`config.mk`:
```
export PLATFORM = sky130hd
export DESIGN_NAME = ecu_ni_tx
export DESIGN_NICKNAME = d
export VERILOG_FILES = /design/src/rtl/ecu_ni_tx.sv
export SDC_FILE = /design/constraint.sdc
export NUM_CORES = 1
export LEC_CHECK = 0
export CORE_MARGIN = 1.5
export CORE_UTILIZATION = 45
export CTS_CLUSTER_DIAMETER = 30
export CTS_CLUSTER_SIZE = 10
export DETAILED_ROUTE_END_ITERATION = 6
export REMOVE_ABC_BUFFERS = 1
export SLEW_MARGIN = 20
export SYNTH_ARGS = -nofsm -noshare
export SYNTH_HDL_FRONTEND = slang
export SYNTH_SLANG_ARGS = --single-unit
```
`constraint.sdc`:
```
create_clock -name clk -period 5.4 [get_ports clk]
set_input_delay 0.81 -clock clk [delete_from_list [all_inputs] [get_ports clk]]
set_output_delay 0.81 -clock clk [all_outputs]
set_load 0.01 [all_outputs]
```
`src/rtl/ecu_ni_tx.sv`:
```
// ecu_ni_tx - transmit-side network interface for an ECU.
//
// Buffers complete 131-bit ECU messages in a small FIFO. Each message is
// serialised into a six-flit packet (head + five body flits, the last one
// marked tail) for the local router port. Messages offered while the buffer
// is full are discarded and counted.
//
// Ports:
//   clk           rising-edge clock
//   rst           synchronous, active-low reset
//   i_data        ECU message: [1:0] control, [129:2] payload, [130] frame flag
//   i_valid       message present on i_data
//   o_ready       buffer can take a message (combinational from full flag)
//   o_flit        [33:32] type (01 head, 00 body, 10 tail), [31:0] data
//   o_flit_valid  o_flit holds a valid flit
//   i_flit_ready  router accepts the flit this cycle
//   o_drop_count  messages dropped on a full buffer, saturates at 255
module ecu_ni_tx #(
  parameter int XCORD      = 0,
  parameter int YCORD      = 0,
  parameter int DATA_WIDTH = 131,
  parameter int FIFO_DEPTH = 4
) (
  input  logic                  clk,
  input  logic                  rst,
  input  logic [DATA_WIDTH-1:0] i_data,
  input  logic                  i_valid,
  output logic                  o_ready,
  output logic [33:0]           o_flit,
  output logic                  o_flit_valid,
  input  logic                  i_flit_ready,
  output logic [7:0]            o_drop_count
);

  localparam int AW = (FIFO_DEPTH > 1) ? $clog2(FIFO_DEPTH) : 1;
  localparam int CW = AW + 1;
  localparam logic [CW-1:0] LP_DEPTH = CW'(FIFO_DEPTH);
  localparam logic [3:0]    LP_X     = 4'(XCORD);
  localparam logic [3:0]    LP_Y     = 4'(YCORD);

  typedef enum logic [1:0] {
    S_IDLE,
    S_HEAD,
    S_BODY
  } state_t;

  state_t                r_state;
  logic [2:0]            r_k;
  logic [DATA_WIDTH-1:0] r_mem [FIFO_DEPTH];
  logic [DATA_WIDTH-1:0] r_msg;
  logic [AW-1:0]         r_wptr;
  logic [AW-1:0]         r_rptr;
  logic [CW-1:0]         r_count;

  logic                  w_full;
  logic                  w_empty;
  logic                  w_push;
  logic                  w_pop;
  logic                  w_tail_xfer;
  logic [DATA_WIDTH-1:0] w_head_msg;
  logic [33:0]           w_head_flit;
  logic [159:0]          w_padded;
  logic [2:0]            w_body_idx;
  logic [31:0]           w_body_data;
  logic [33:0]           w_body_flit;

  assign w_full      = (r_count == LP_DEPTH);
  assign w_empty     = (r_count == '0);
  assign o_ready     = !w_full;
  // Full blocks a push even when a pop frees a slot on the same edge.
  assign w_push      = i_valid && !w_full;
  assign w_tail_xfer = (r_state == S_BODY) && (r_k == 3'd4) && i_flit_ready;
  // Pop when the output register is free: idle, or the tail leaves this edge.
  assign w_pop       = !w_empty && ((r_state == S_IDLE) || w_tail_xfer);
  assign w_head_msg  = r_mem[r_rptr];

  // Head flit: node coordinates, ID byte, body count of five.
  assign w_head_flit = {2'b01, LP_X, LP_Y, w_head_msg[129:122], 13'd0, 3'd5};

  // Message zero-extended to five 32-bit body words.
  assign w_padded    = 160'(r_msg);
  assign w_body_idx  = (r_state == S_HEAD) ? 3'd0 : (r_k + 3'd1);

  always_comb begin
    w_body_data = w_padded[31:0];
    case (w_body_idx)
      3'd1:    w_body_data = w_padded[63:32];
      3'd2:    w_body_data = w_padded[95:64];
      3'd3:    w_body_data = w_padded[127:96];
      3'd4:    w_body_data = w_padded[159:128];
      default: w_body_data = w_padded[31:0];
    endcase
  end

  assign w_body_flit = {(w_body_idx == 3'd4) ? 2'b10 : 2'b00, w_body_data};

  // Storage array needs no reset; validity is tracked by the pointers.
  always_ff @(posedge clk) begin
    if (w_push) begin
      r_mem[r_wptr] <= i_data;
    end
  end

  // Pointers wrap naturally because the depth is a power of two.
  always_ff @(posedge clk) begin
    if (!rst) begin
      r_wptr  <= '0;
      r_rptr  <= '0;
      r_count <= '0;
    end else begin
      if (w_push) begin
        r_wptr <= r_wptr + AW'(1);
      end
      if (w_pop) begin
        r_rptr <= r_rptr + AW'(1);
      end
      case ({w_push, w_pop})
        2'b10:   r_count <= r_count + CW'(1);
        2'b01:   r_count <= r_count - CW'(1);
        default: r_count <= r_count;
      endcase
    end
  end

  always_ff @(posedge clk) begin
    if (!rst) begin
      o_drop_count <= '0;
    end else if (i_valid && w_full && (o_drop_count != 8'hFF)) begin
      o_drop_count <= o_drop_count + 8'd1;
    end
  end

  // Serialiser. o_flit only changes on an accepted flit (or a pop while
  // idle), so it holds stable under backpressure.
  always_ff @(posedge clk) begin
    if (!rst) begin
      r_state      <= S_IDLE;
      r_k          <= '0;
      r_msg        <= '0;
      o_flit       <= '0;
      o_flit_valid <= 1'b0;
    end else begin
      case (r_state)
        S_IDLE: begin
          if (w_pop) begin
            r_msg        <= w_head_msg;
            o_flit       <= w_head_flit;
            o_flit_valid <= 1'b1;
            r_k          <= '0;
            r_state      <= S_HEAD;
          end
        end
        S_HEAD: begin
          if (i_flit_ready) begin
            o_flit  <= w_body_flit;
            r_k     <= '0;
            r_state <= S_BODY;
          end
        end
        S_BODY: begin
          if (i_flit_ready) begin
            if (r_k == 3'd4) begin
              r_k <= '0;
              // Chain straight into the next head so packets stream without a bubble.
              if (w_pop) begin
                r_msg   <= w_head_msg;
                o_flit  <= w_head_flit;
                r_state <= S_HEAD;
              end else begin
                o_flit       <= '0;
                o_flit_valid <= 1'b0;
                r_state      <= S_IDLE;
              end
            end else begin
              o_flit <= w_body_flit;
              r_k    <= r_k + 3'd1;
            end
          end
        end
        default: begin
          r_state      <= S_IDLE;
          o_flit_valid <= 1'b0;
        end
      endcase
    end
  end

endmodule

```
==> results.md <==
- For the worst setup path, the data arrival time is between 3000 and 4000 ps.
- The die covers 62,100 um2.
- The top cell types in the final layout, fill and taps aside, are 524 x sky130_fd_sc_hd__edfxtp_1, 320 x sky130_fd_sc_hd__nand2_1, 186 x sky130_fd_sc_hd__dfxtp_1.
- The min-delay analysis places its worst path in the category flip-flop to flip-flop.
- The smallest setup slack after layout is 2080 ps.
- The clock sink count is 712.
- The pre-CTS setup slack is 1800 ps.
- In the final layout, the share of cells above drive strength 1 is 0.202.
- STA classifies the critical path startpoint as a flip-flop.
- No sink is reached through more buffers than the 3 on the longest clock path.
- The final count of pins violating max slew came to 0.
- The number of global-route vias before repair came to 16,100.
- After synthesis the cells add up to 27,300 um2.
- The analysis attributes to cell leakage a power of about 0.012 uW.
- The aggregate global-route resource usage is 0.208.
- The category of the worst setup path capture point is a flip-flop.
- The die outline height is about 250 um.
- The peak clock frequency supported by timing is 301 MHz.
- The estimated wirelength of the detail-placed design is 35,300 um.
- The post-CTS setup repair buffer count is 0.
- The clock period minus worst slack is 3320 ps.
- The run finished with clean final reports.
- The number of instances resized during post-cts repair is 0.
- The final instance area is 34,800 um2.
- The via density per instance is 5.48.
- The number of buffers created by CTS is between 100 and 150.
- The highest ir drop seen on vdd is 392 uV.
- The fraction of registers with async set/reset is 0.
- For this run the aggregate overflow at the end of global routing stands at 0.
- The number of antenna violations at the first check in global routing came to 6.
- 179 I/O pins were placed.
- The worst hold path passes through 2 cells.
- The biggest area contributor in the post-synthesis netlist is sky130_fd_sc_hd__edfxtp_1.
- Measured on the finished design, the core utilization comes to 0.579.
- The number of hold violations in the final report is 0.
- After clock tree synthesis, the flow added hold-fix buffers numbering 0.
- The synthesis-stage register bit count is between 700 and 800.
- The transition time at the pin with the least slew margin is 1070 ps.
- After detailed routing, the average wire length per cell comes to 22.3 um.
- The register area is 19,500 um2.
- After filler insertion, the fill cell instance count of the layout stands at approximately 4,600.
- The final route contains 15,500 vias.
- The net total in the final layout is 2,074.
- After clock tree synthesis, the clock-pin slew on the worst setup and hold paths is 50 ps.
- The CTS tree is done.
- The area share of the leading cell type in the synthesized netlist is 0.577.
- Across all hold checks on the routed design, the worst slack comes to 461 ps.
- The initial core utilization is 0.453.
- The start of the worst register-to-register path is r_state[0].
- In this run, synthesis inferred 524 flip-flops with an integrated enable.
- In the finished design, the share of the clock period the worst path needs comes to 0.614.
- Between clock sinks in the finished design, the worst skew comes to around 23 ps.
- The synthesized netlist contains between 50 and 60 unique library cells.
- The number of standard cells after synthesis is around 1,700.
- Max-cap violations in this run came to 0.
- The clock reaches the later pin of the worst-skew pair after 710 ps.
- Sorting the synthesized cells by area gives the leading types as sky130_fd_sc_hd__edfxtp_1 58%, sky130_fd_sc_hd__dfxtp_1 14%, sky130_fd_sc_hd__mux4_2 11%.
- Buffers placed on the I/O ports in this run total 178.
- Once placement completed, the tool counted placed cells totaling 2,561.
- The number of iterations in the first detailed-routing pass is 7.
- The growth of design area from synthesis to finish is 27.8%.
- The origin of the worst min-delay path is r_msg[55].
- The classification of the worst setup path is flip-flop to flip-flop.
- The final standard cell count with taps included and fillers excluded is 2,833.
- The last weighted congestion value of the routability-driven placer is 0.787.
- The first global-routing pass estimated 96,500 um of wire.
- For this run, design rule violations remaining after detail routing come to 0.
- The power per standard cell area is 571 nW/um2.
- In this run the worst path has a maximum fanout of 12.
- The path with the worst hold slack has its endpoint at r_msg[55].
- The sequential fraction of the synthesis area is 0.715.
- Entering global routing, the biggest net connects around 120 pins.
- Setup repair after global routing left no endpoint under its margin.
- The path depth of the worst reg2reg path is 7.
- The setup slack on the worst flop-to-flop path is between 2000 and 2500 ps.
- After synthesis, the mean cell area works out to between 15 and 20 um2.
- Summing all placed instances gives a cell area of approximately 30,000 um2.
- In the synthesized netlist the dominant register cell turns out to be sky130_fd_sc_hd__edfxtp_1.
- The destination of the worst register-to-register timing path is o_flit[27].
- Summed over all layers, the routed wires come to 63,100 um.
- The width of the chip is between 200 and 250 um.
- The worst slew margin relative to its limit is 0.284.
- The core region is 60,100 um2.
- The area taken by multi-input logic gates is 7300 um2.
- The number of synthesis warnings is 0.
- The number of nets still failing antenna checks after routing is 0.
- The number of setup violations in the final report is 0.
- The number of violations reported at the end of detailed-routing iteration 0 is about 1,100.
- The H-tree depth reported by CTS is 4.
- The root buffer cell chosen for the clock tree is sky130_fd_sc_hd__clkbuf_16.
- The most common library cell in the layout ignoring fill and taps is sky130_fd_sc_hd__edfxtp_1.
- At the worst endpoint, the required time is 6030 ps.
- After floorplanning, the core was divided into 90 placement rows.
sequential cells by signal, indices dropped and copies added (netlist names), named ones only:
signal and count:
o_drop_count 8, r_rptr 2, r_k 3, o_flit_valid 1, r_state 2, r_count 3, r_wptr 2, o_flit 34
r_mem 524, r_msg 131
synthesized netlist by cell type, types with 2 or more instances:
| cell type | instances |
|---|---|
| sky130_fd_sc_hd__a2111oi_0 | 2 |
| sky130_fd_sc_hd__nand2_1 | 320 |
| sky130_fd_sc_hd__or3_1 | 5 |
| sky130_fd_sc_hd__ha_1 | 14 |
| sky130_fd_sc_hd__buf_4 | 3 |
| sky130_fd_sc_hd__nor3_2 | 3 |
| sky130_fd_sc_hd__xnor2_1 | 6 |
| sky130_fd_sc_hd__or4_1 | 22 |
| sky130_fd_sc_hd__o31a_1 | 21 |
| sky130_fd_sc_hd__mux4_2 | 131 |
| sky130_fd_sc_hd__nand4b_1 | 2 |
| sky130_fd_sc_hd__nand3_1 | 8 |
| sky130_fd_sc_hd__and2_1 | 11 |
| sky130_fd_sc_hd__inv_1 | 14 |
| sky130_fd_sc_hd__o21ai_0 | 16 |
| sky130_fd_sc_hd__mux2i_1 | 10 |
| sky130_fd_sc_hd__a22o_1 | 10 |
| sky130_fd_sc_hd__nor3_1 | 4 |
| sky130_fd_sc_hd__o2bb2ai_1 | 2 |
| sky130_fd_sc_hd__a211oi_1 | 3 |
| sky130_fd_sc_hd__dfxtp_1 | 188 |
| sky130_fd_sc_hd__o211ai_1 | 2 |
| sky130_fd_sc_hd__clkbuf_1 | 69 |
| sky130_fd_sc_hd__edfxtp_1 | 524 |
| sky130_fd_sc_hd__nor2b_1 | 5 |
| sky130_fd_sc_hd__nor2_1 | 10 |
| sky130_fd_sc_hd__and3_1 | 7 |
| sky130_fd_sc_hd__o22ai_1 | 10 |
| sky130_fd_sc_hd__a22oi_1 | 2 |
| sky130_fd_sc_hd__a221oi_1 | 7 |
| sky130_fd_sc_hd__nand4_1 | 5 |
| sky130_fd_sc_hd__xor2_1 | 5 |
| sky130_fd_sc_hd__a21oi_1 | 3 |
| sky130_fd_sc_hd__a222oi_1 | 21 |
| sky130_fd_sc_hd__buf_2 | 30 |
| sky130_fd_sc_hd__a21boi_0 | 138 |
| sky130_fd_sc_hd__buf_1 | 8 |
| sky130_fd_sc_hd__buf_6 | 2 |
| sky130_fd_sc_hd__a21boi_1 | 24 |
worst max-delay path by stage:
| stage | slack, ps | end | start | cells after the start |
|---|---|---|---|---|
| global placement | 1880 | o_flit[24] | i_flit_ready | 6 |
| floorplan | -1090 | r_msg[122] | flip-flop | 3 |
| finish | 2080 | o_flit[27] | r_state[0] | 7 |
| CTS | 2080 | o_flit[27] | r_state[0] | 7 |
| global route | 1910 | o_flit[26] | r_state[0] | 7 |
| detailed placement | 1800 | o_flit[8] | i_flit_ready | 6 |
area by class of cell:
| class | instances | share of cell area |
|---|---|---|
| Tap cell | 782 | 0.0281 |
| Timing Repair Buffer | 206 | 0.0594 |
| Sequential cell | 712 | 0.560 |
| Multi-Input combinational cell | 848 | 0.210 |
| Antenna cell | 5 | 0.000359 |
| Inverter | 14 | 0.00151 |
| Clock buffer | 178 | 0.110 |
| Clock inverter | 88 | 0.0307 |
cell families after synthesis:
kind of cell | Yosys count | share of synthesized area
mux | 141 | 0.112
fa+ha+maj | 15 | 0.00716
simple gates | 412 | 0.0661
flops | 712 | 0.715
buf+inv | 126 | 0.0197
compound gates | 268 | 0.0756
xor+xnor | 12 | 0.00413
through the flow:
stage / total power (uW) / TNS, ps
after global routing: 20800 / 0
after global placement: 11100 / 0
final: 19900 / 0
after detailed placement: 11200 / 0
after CTS: 20100 / 0
after floorplan: 10000 / -144730
layer usage:
layer	track usage	routed length, um	vias up	part of all wire
li1	-	-	7050	-
met1	0.271	27600	7972	0.44
met2	0.339	31100	391	0.49
met3	0.0504	2960	105	0.047
met4	0.0768	1370	4	0.022
met5	0	19	-	0.00030
report_power, final:
| part | switching, uW | internal, uW |
|---|---|---|
| clock | 2880 | 5930 |
| combinational | 2340 | 1450 |
| sequential | 461 | 6820 |
| total | 5680 | 14200 |
worst max-delay path, stage by stage (launching register included):
cell,delay [ps]
sky130_fd_sc_hd__dfxtp_1,360
sky130_fd_sc_hd__inv_1,110
sky130_fd_sc_hd__ha_1,330
sky130_fd_sc_hd__a21boi_1,640
sky130_fd_sc_hd__nand4_1,830
sky130_fd_sc_hd__buf_4,500
sky130_fd_sc_hd__o31a_1,290
sky130_fd_sc_hd__a21boi_1,180
No activity file was read; power rests on OpenSTA's default activity.
